--- src/rtl/uart_rx_cfg_if.sv ---
// rtl/uart_rx_cfg_if.sv - serial input and received-word bundle for uart_rx_cfg
interface uart_rx_cfg_if #(
    parameter int DATA_BITS = 8
);
    logic                 uart_rx;
    logic [DATA_BITS-1:0] data_out;
    logic                 new_data;
    logic                 parity_err;
    logic                 frame_err;
    logic                 break_det;

    // master is the receiver producing words; slave drives the line and consumes words
    modport master (
        input  uart_rx,
        output data_out, new_data, parity_err, frame_err, break_det
    );
    modport slave (
        output uart_rx,
        input  data_out, new_data, parity_err, frame_err, break_det
    );
endinterface

--- src/rtl/uart_rx_cfg.sv ---
// rtl/uart_rx_cfg.sv - configurable UART receiver with 3-sample majority voting and error flags
module uart_rx_cfg #(
    parameter int CLKS_PER_BIT = 5208,
    parameter int DATA_BITS    = 8,
    parameter int PARITY       = 0,
    parameter int STOP_BITS    = 1
) (
    input  logic          clk,
    input  logic          reset,
    uart_rx_cfg_if.master rx_if
);
    typedef enum logic [2:0] {IDLE, START, DATA, PAR, STOP, WAIT_HI} state_t;

    localparam int CW = $clog2(CLKS_PER_BIT);
    localparam int IW = $clog2(DATA_BITS);
    localparam logic [CW-1:0] LAST     = CW'(CLKS_PER_BIT - 1);
    localparam logic [CW-1:0] MID_M1   = CW'(CLKS_PER_BIT / 2 - 1);
    localparam logic [CW-1:0] MID      = CW'(CLKS_PER_BIT / 2);
    localparam logic [CW-1:0] MID_P1   = CW'(CLKS_PER_BIT / 2 + 1);
    localparam logic [IW-1:0] LAST_BIT = IW'(DATA_BITS - 1);

    state_t               state, state_next;
    logic                 rx_meta, rx_s;
    logic [CW-1:0]        baud_cnt;
    logic [IW-1:0]        bit_idx;
    logic                 stop_idx;
    logic [DATA_BITS-1:0] shift_hold;
    logic                 s0, s1;
    logic                 perr, ferr_acc, any_high;
    logic                 maj, wrap, decide, last_stop, frame_done;

    assign maj       = (s0 & s1) | (s0 & rx_s) | (s1 & rx_s);
    assign wrap      = (baud_cnt == LAST);
    assign decide    = (baud_cnt == MID_P1);
    assign last_stop = (STOP_BITS == 1) ? 1'b1 : stop_idx;

    always_ff @(posedge clk) begin
        if (reset) begin
            rx_meta <= 1'b1;
            rx_s    <= 1'b1;
        end else begin
            rx_meta <= rx_if.uart_rx;
            rx_s    <= rx_meta;
        end
    end

    always_ff @(posedge clk) begin
        if (reset) state <= IDLE;
        else       state <= state_next;
    end

    always_comb begin
        state_next = state;
        frame_done = 1'b0;
        case (state)
            IDLE:    if (!rx_s) state_next = START;
            START: begin
                if (decide && maj) state_next = IDLE;
                else if (wrap)     state_next = DATA;
            end
            DATA:    if (wrap && bit_idx == LAST_BIT) state_next = (PARITY != 0) ? PAR : STOP;
            PAR:     if (wrap) state_next = STOP;
            STOP: begin
                if (decide && last_stop) begin
                    frame_done = 1'b1;
                    state_next = maj ? IDLE : WAIT_HI;
                end
            end
            WAIT_HI: if (rx_s) state_next = IDLE;
            default: state_next = IDLE;
        endcase
    end

    always_ff @(posedge clk) begin
        if (reset) begin
            baud_cnt          <= '0;
            bit_idx           <= '0;
            stop_idx          <= 1'b0;
            shift_hold        <= '0;
            s0                <= 1'b1;
            s1                <= 1'b1;
            perr              <= 1'b0;
            ferr_acc          <= 1'b0;
            any_high          <= 1'b0;
            rx_if.data_out    <= '0;
            rx_if.new_data    <= 1'b0;
            rx_if.parity_err  <= 1'b0;
            rx_if.frame_err   <= 1'b0;
            rx_if.break_det   <= 1'b0;
        end else begin
            rx_if.new_data <= 1'b0;
            if (baud_cnt == MID_M1) s0 <= rx_s;
            if (baud_cnt == MID)    s1 <= rx_s;

            // The IDLE cycle that sees the low line already counts as baud 0 of the start bit
            if (state_next == IDLE || state_next == WAIT_HI) baud_cnt <= '0;
            else if (state == IDLE)                          baud_cnt <= CW'(1);
            else if (wrap)                                   baud_cnt <= '0;
            else                                             baud_cnt <= baud_cnt + CW'(1);

            case (state)
                IDLE: begin
                    bit_idx  <= '0;
                    stop_idx <= 1'b0;
                    perr     <= 1'b0;
                    ferr_acc <= 1'b0;
                    any_high <= 1'b0;
                end
                DATA: begin
                    if (decide) begin
                        shift_hold[bit_idx] <= maj;
                        any_high            <= any_high | maj;
                    end
                    if (wrap) bit_idx <= bit_idx + IW'(1);
                end
                PAR: begin
                    if (decide) begin
                        perr     <= (PARITY == 2) ? (^shift_hold ^ maj) : ~(^shift_hold ^ maj);
                        any_high <= any_high | maj;
                    end
                end
                STOP: begin
                    if (decide) begin
                        ferr_acc <= ferr_acc | ~maj;
                        any_high <= any_high | maj;
                    end
                    if (wrap) stop_idx <= 1'b1;
                end
                default: ;
            endcase

            if (frame_done) begin
                rx_if.data_out   <= shift_hold;
                rx_if.new_data   <= 1'b1;
                rx_if.parity_err <= (PARITY != 0) & perr;
                rx_if.frame_err  <= ferr_acc | ~maj;
                rx_if.break_det  <= ~(any_high | maj);
            end
        end
    end
endmodule
--- src/flat_wrapper.sv ---
// flat-port wrapper written by rule: the top's interface ports become plain ports
module uart_rx_cfg_flat 
#(
    parameter int CLKS_PER_BIT = 5208,
    parameter int DATA_BITS    = 8,
    parameter int PARITY       = 0,
    parameter int STOP_BITS    = 1
)
  (clk, reset, rx_if_uart_rx, rx_if_data_out, rx_if_new_data, rx_if_parity_err, rx_if_frame_err, rx_if_break_det);
  uart_rx_cfg_if #(.DATA_BITS(DATA_BITS)) rx_if_i ();
  input  logic clk;
  input  logic reset;
  input wire logic [$bits(rx_if_i.uart_rx)-1:0] rx_if_uart_rx;
  output wire logic [$bits(rx_if_i.data_out)-1:0] rx_if_data_out;
  output wire logic [$bits(rx_if_i.new_data)-1:0] rx_if_new_data;
  output wire logic [$bits(rx_if_i.parity_err)-1:0] rx_if_parity_err;
  output wire logic [$bits(rx_if_i.frame_err)-1:0] rx_if_frame_err;
  output wire logic [$bits(rx_if_i.break_det)-1:0] rx_if_break_det;
  assign rx_if_i.uart_rx = rx_if_uart_rx;
  assign rx_if_data_out = rx_if_i.data_out;
  assign rx_if_new_data = rx_if_i.new_data;
  assign rx_if_parity_err = rx_if_i.parity_err;
  assign rx_if_frame_err = rx_if_i.frame_err;
  assign rx_if_break_det = rx_if_i.break_det;
  uart_rx_cfg #(.CLKS_PER_BIT(CLKS_PER_BIT), .DATA_BITS(DATA_BITS), .PARITY(PARITY), .STOP_BITS(STOP_BITS)) u_core (.clk(clk), .reset(reset), .rx_if(rx_if_i));
endmodule
--- config.mk ---
export PLATFORM = sky130hd
export DESIGN_NAME = uart_rx_cfg_flat
export DESIGN_NICKNAME = d
export VERILOG_FILES = /design/src/rtl/uart_rx_cfg_if.sv /design/src/rtl/uart_rx_cfg.sv /design/src/flat_wrapper.sv
export SDC_FILE = /design/constraint.sdc
export NUM_CORES = 1
export LEC_CHECK = 0
export BUFFER_PORTS_ARGS = -buffer_cell sky130_fd_sc_hd__buf_2
export CAP_MARGIN = 20
export CORE_MARGIN = 1
export CORE_UTILIZATION = 64
export DETAILED_ROUTE_END_ITERATION = 10
export PLACE_DENSITY = 0.81
export REMOVE_ABC_BUFFERS = 1
export SYNTH_ARGS = -nofsm -noshare
export SYNTH_HDL_FRONTEND = slang
export SYNTH_SLANG_ARGS = --single-unit
--- constraint.sdc ---
create_clock -name clk -period 5.35 [get_ports clk]
set_input_delay 0.8025 -clock clk [delete_from_list [all_inputs] [get_ports clk]]
set_output_delay 0.8025 -clock clk [all_outputs]
set_load 0.01 [all_outputs]
# Word-level counts from Yosys, hierarchy flattened
# Cells that the tools add are included.
[word_totals] wordCells=81 output_inout_bits=12 regBits=44
[op_classes] bitwise_logic=9 n_addsub=2 reduce_logical=16 n_eq_ne=14 mux=23 n_lt_le_gt_ge=2
[op_table] operator="== test 13 x 12 -> 1 bit, second input constant" count=3
[op_table] operator="2-to-1 mux 3 bit" count=9
[op_table] operator="one-hot mux 3 bit (6 select lines)" count=1
[op_table] operator="adder 13 x 1 -> 13 bit, second input constant" count=1
[op_table] operator="== test 13 bit, second input constant" count=1
[op_table] operator="== test 3 bit, second input constant" count=4
[op_table] operator="bitwise mux 8 bit" count=1
[op_table] operator="2-to-1 mux 1 bit" count=8
[op_table] operator="AND reduction 2 bit" count=4
[op_table] operator="== test 3 x 2 -> 1 bit, second input constant" count=2
[op_table] operator="logical NOT 3 bit" count=2
[op_table] operator="!= test 2 x 1 -> 1 bit, second input constant" count=3
[op_table] operator="one-hot mux 3 bit (2 select lines)" count=1
[op_table] operator="nonzero test 2 bit" count=3
[op_table] operator="less-than comparator 3 x 4 -> 1 bit, second input constant" count=1
[op_table] operator="OR 1 bit" count=4
[op_table] operator="one-hot mux 1 bit (2 select lines)" count=2
[op_table] operator="OR reduction 4 bit" count=1
[op_table] operator="adder 3 x 1 -> 3 bit, second input constant" count=1
[op_table] operator="bitwise AND 1 bit" count=3
[op_table] operator="demux 1 bit (select 3 bit)" count=1
[op_table] operator="== test 3 x 1 -> 1 bit, second input constant" count=1
[op_table] operator="greater-or-equal comparator 3 x 1 -> 1 bit, second input constant" count=1
[op_table] operator="logical AND 1 bit" count=3
[op_table] operator="4 further kinds" count=5

# Longest topological paths before layout
[logic_depth] depth_word=9 ltp_mapped=8 ltp_nobuf=7

# Worst setup path before layout
# No wires, ideal clock.
[synth_timing] kind="register to register" start="reg u_core.baud_cnt[4]" end="reg u_core.baud_cnt[10]" slack_ns=3.245 required_ns=5.237 arrival_time_ns=1.992 path_stages_with_launch=7 cell_sequence="dfxtp_1 > or4b_4 > nor4_4 > a22oi_1 > nor4b_2 > buf_4 > nor2_1"
[synth_between] elab_chain_len=7 elab_cells_between_ends=15 cone_classes="add/sub: 1; eq/ne: 3; mux: 6; reduce/logical: 5"
[synth_lines] element="start, declared" line="uart_rx_cfg.sv:24" source="logic [CW-1:0] baud_cnt;"
[synth_lines] element="start signal, assigned" line="uart_rx_cfg.sv:99" source="else baud_cnt <= baud_cnt + CW'(1);"
[synth_lines] element="== test 13 bit / == test 13 x 12 -> 1 bit (equally long branches)" line="uart_rx_cfg.sv:33, uart_rx_cfg.sv:34"
[synth_lines] element="2-to-1 mux 3 bit, or another cell as far along" line="uart_rx_cfg.sv:59" source="else if (wrap) state_next = DATA;"
[synth_lines] element="2-to-1 mux 3 bit, on equally long branches" line="uart_rx_cfg.sv:58, uart_rx_cfg.sv:61"
[synth_lines] element="one-hot mux 3 bit (6 select lines)" line="uart_rx_cfg.sv:55" source="case (state)"
[synth_lines] element="== test 3 bit / logical NOT 3 bit (equally long branches)" line="uart_rx_cfg.sv:96" source="if (state_next == IDLE || state_next == WAIT_HI) baud_cnt <= '0;"
[synth_lines] element="logical OR 1 bit" line="uart_rx_cfg.sv:96"
[synth_lines] element="OR reduction 4 bit (no source line)"
# Parallel ways exist; a longest one is shown, timed or not.
# A chain may end at the register's enable or synchronous reset.

# Worst setup path after layout
[layout_timing] start="reg u_core.baud_cnt[4]" end="reg u_core.baud_cnt[4]"
# The elaborated chain is that of the path after synthesis.

==> results.py <==
metrics = {
    "worst_setup_path": {
        "critPathKind": "flip-flop to flip-flop",
        "required_ns": 5.57,
        "cp-start-kind": "flip-flop",
        "crit_chain": "or4b_4, nor4_4, a22oi_1, nor4b_2, nor2_1",
        "worstPathArrival_ns": 3.00,
        "crit_buf_inv": 0,
        "crit_family": "simple AND/OR/NAND/NOR gates",
        "reg2reg_depth": 5,
        "worstSetupEndpointType": "flip-flop",
        "slowest_delay_ns": 0.90,
        "path_depth": 5,
        "worstPathMaxFanout": 11,
        "slowest_stage": "nor4b_2",
    },
    "flow_run": {
        "max_cap_violations": 0,
    },
    "logic_synthesis": {
        "synth-seq-cells": 44,
        "synthTopCellsByArea": "dfxtp_1 (41%), mux2i_1 (8.0%), nand3_1 (5.9%), nor2_1 (5.6%), nand2b_1 (3.5%)",
        "synth_common_cells": "dfxtp_1 (44), nor2_1 (32), nand3_1 (25), mux2i_1 (17), nand2_1 (15)",
        "yosysSeqAreaShare_pct": 41.2,
        "synth_top_flop_cell": "dfxtp_1",
        "synth-edff-count": 0,
        "syn-mean-instance-area_um2": 8.65,
        "synth_top_area_share_pct": 41.2,
        "synthCells": 247,
        "yosysMostFrequentCell": "dfxtp_1",
        "synth.largest_area_cell": "dfxtp_1",
        "ys.warnings.count": 0,
        "async_reset_ff_share_pct": 0,
        "syn-cell-area_mm2": 0.00214,
        "ys_types": 39,
    },
    "placement": {
        "place.detailed.hpwl_um": 2890,
        "place.gp.congestion": 0.920,
        "dpl_cell_area_mm2": 0.00220,
        "dp_cells": 291,
        "numPortBuffers": 13,
    },
    "timing": {
        "tightest_slew_ns": 1.02,
        "final.setup.tns_ns": 0,
        "rsz0062_at_grt": "false",
        "maxSlewViolCount": 0,
        "setup_viol": 0,
        "finClkSkew_ns": 0.0132,
        "whs_ns": 0.430,
        "worst_slew_margin_rel_pct": 32.0,
        "hold_viol_final": 0,
        "fin_crit_ns": 2.78,
        "max_clock_freq_ghz": 0.359,
        "period_share_pct": 52.0,
    },
    "cts": {
        "cts_sinks": 44,
        "numCtsBuffers": 5,
        "ctsLongestPathBuffers": 2,
        "ctsResizeCount": 0,
        "cts_setup_buffers": 0,
        "cts_hold_buf": 0,
        "cts_max_level": 2,
        "cts_tree": "built",
        "cts-root-buf": "clkbuf_4",
        "clkTransAtPathRegs_ns": 0.12,
        "insertion_delay_ns": 0.37,
    },
    "power": {
        "p_sw_w": 0.000125,
        "p_int_w": 0.000432,
        "p_comb_share_pct": 3.3,
        "p_seq_share_pct": 59.4,
        "p_leak_nw": 0.927,
        "clkPwrFrac_pct": 37.3,
        "power_density_mw_per_mm2": 244,
        "vdd_drop_max_mv": 0.159,
        "swShare_pct": 22.4,
        "power_w": 0.000558,
    },
    "die": {
        "placementRows": 20,
        "io_pins": 15,
        "die_area_mm2": 0.00357,
        "initial_utilization_pct": 68.8,
        "die_height_um": 59.8,
        "fp.coreArea_mm2": 0.00310,
        "die_w_um": 59.8,
    },
    "routing": {
        "routed_wl_um": 4080,
        "drtAntennaViolNets": 0,
        "highest_layer": "met4",
        "wl_met1_um": 1930,
        "drtIter0Drc": 120,
        "drt-pass1-iter-count": 4,
        "wl_per_cell_um": 13.6,
        "met2_length_um": 1840,
        "vias_per_cell": 5.76,
        "route.met3.wl_um": 266,
        "via_count": 1722,
        "drc": 0,
    },
    "cells_and_area": {
        "finish.instance_area_mm2": 0.00228,
        "num_antenna_cells": 0,
        "nets": 262,
        "syn2layout_area_growth_pct": 6.80,
        "drive_gt1_share_pct": 11.4,
        "layout.cells.non_filler": 299,
    },
    "global_routing": {
        "grt_pass1_vias": 1515,
        "grt_overflow": 0,
        "track_usage_pct": 25.8,
        "grt_max_degree": 31,
        "grt_first_pass_wirelength_um": 6840,
        "antenna_found_initial": 0,
    },
    "hold_path": {
        "whs_path_depth": 1,
        "hold_path_class": "flip-flop to flip-flop",
    },
    "outcome": {
        "status": "completed",
    },
}
routing by layer:
layer	up-vias	GRT usage [%]
li1	868	-
met1	796	34.9
met2	52	37.8
met3	6	8.01
met4	0	11.0
met5	-	0
cells by family (layout without fill, tap and decap cells):
group | Yosys count | in the layout | share of synthesized area (%)
other | 1 | 1 | 0.176
AOI/OAI and AO/OA | 22 | 22 | 6.56
adders and majority gates | 6 | 6 | 3.40
muxes | 17 | 17 | 7.97
and+or+nand+nor | 123 | 123 | 31.4
buffers and inverters | 22 | 30 | 4.34
DFF | 44 | 44 | 41.2
xor gates and xnor gates | 12 | 12 | 4.92
through the flow:
stage	utilization (%)	worst slack, ns
CTS	73.5	2.56
floorplan	-	3.01
global placement	70.9	2.67
detailed placement	70.9	2.57
finish	73.5	2.57
global route	73.5	2.29
layout by cell type, fill, tap and decap left out, types with 2 or more instances in the layout:
master,synthesis,layout
nand4bb_1,3,3
nand4_1,2,2
nor3_1,9,9
a31oi_1,3,3
dfxtp_1,44,44
inv_1,8,8
nor2_1,32,32
o31ai_1,5,5
nand3_1,25,25
clkbuf_4,0,5
buf_2,2,13
a21oi_1,8,8
nand2_1,15,15
xor2_1,7,7
mux2i_1,17,17
nand2b_1,12,12
nor3b_1,4,4
xnor2_1,5,5
or2_2,3,3
or3_1,3,3
nor4_1,4,4
ha_1,5,5
nand3b_1,4,4
power groups by stage:
| stage | clock network, W | registers [W] | logic [W] |
|---|---|---|---|
| finish | 0.000208 | 0.000331 | 0.0000183 |
| global placement | 0 | 0.000338 | 0.0000183 |
| CTS | 0.000211 | 0.000331 | 0.0000184 |
| detailed placement | 0 | 0.000338 | 0.0000183 |
| floorplan | 0 | 0.000338 | 0.0000117 |
| global route | 0.000227 | 0.000332 | 0.0000207 |
path summary, 6_finish.rpt:
path | end | from | slack, ns
max | u_core.baud_cnt[4] | u_core.baud_cnt[4] | 2.57
min | u_core.rx_s | u_core.rx_meta | 0.43
max reg2reg | u_core.baud_cnt[4] | u_core.baud_cnt[4] | 2.57
min reg2reg | u_core.rx_s | u_core.rx_meta | 0.43
flip-flops by register name, indices dropped and copies added (netlist names), 3 cells and up:
| signal | cells |
|---|---|
| u_core.rx_if.data_out | 8 |
| u_core.state | 3 |
| u_core.baud_cnt | 13 |
| u_core.bit_idx | 3 |
| u_core.shift_hold | 8 |
worst register-to-register path: cells and delay by family, from the launching register on:
kind / cells / cell delay [ns]
AO/OA/AOI/OAI: 1 / 0.20
flip-flops: 1 / 0.38
AND/OR/NAND/NOR: 4 / 2.07
final cells by class:
class	count	area [µm²]
Multi-Input combinational cell	181	1160
Sequential cell	44	881
Fill cell	270	822
Timing Repair Buffer	14	72.6
Tap cell	44	55.1
Clock inverter	3	42.5
Clock buffer	5	37.5
Inverter	8	30.0
Power figures use the tool's default switching activity.
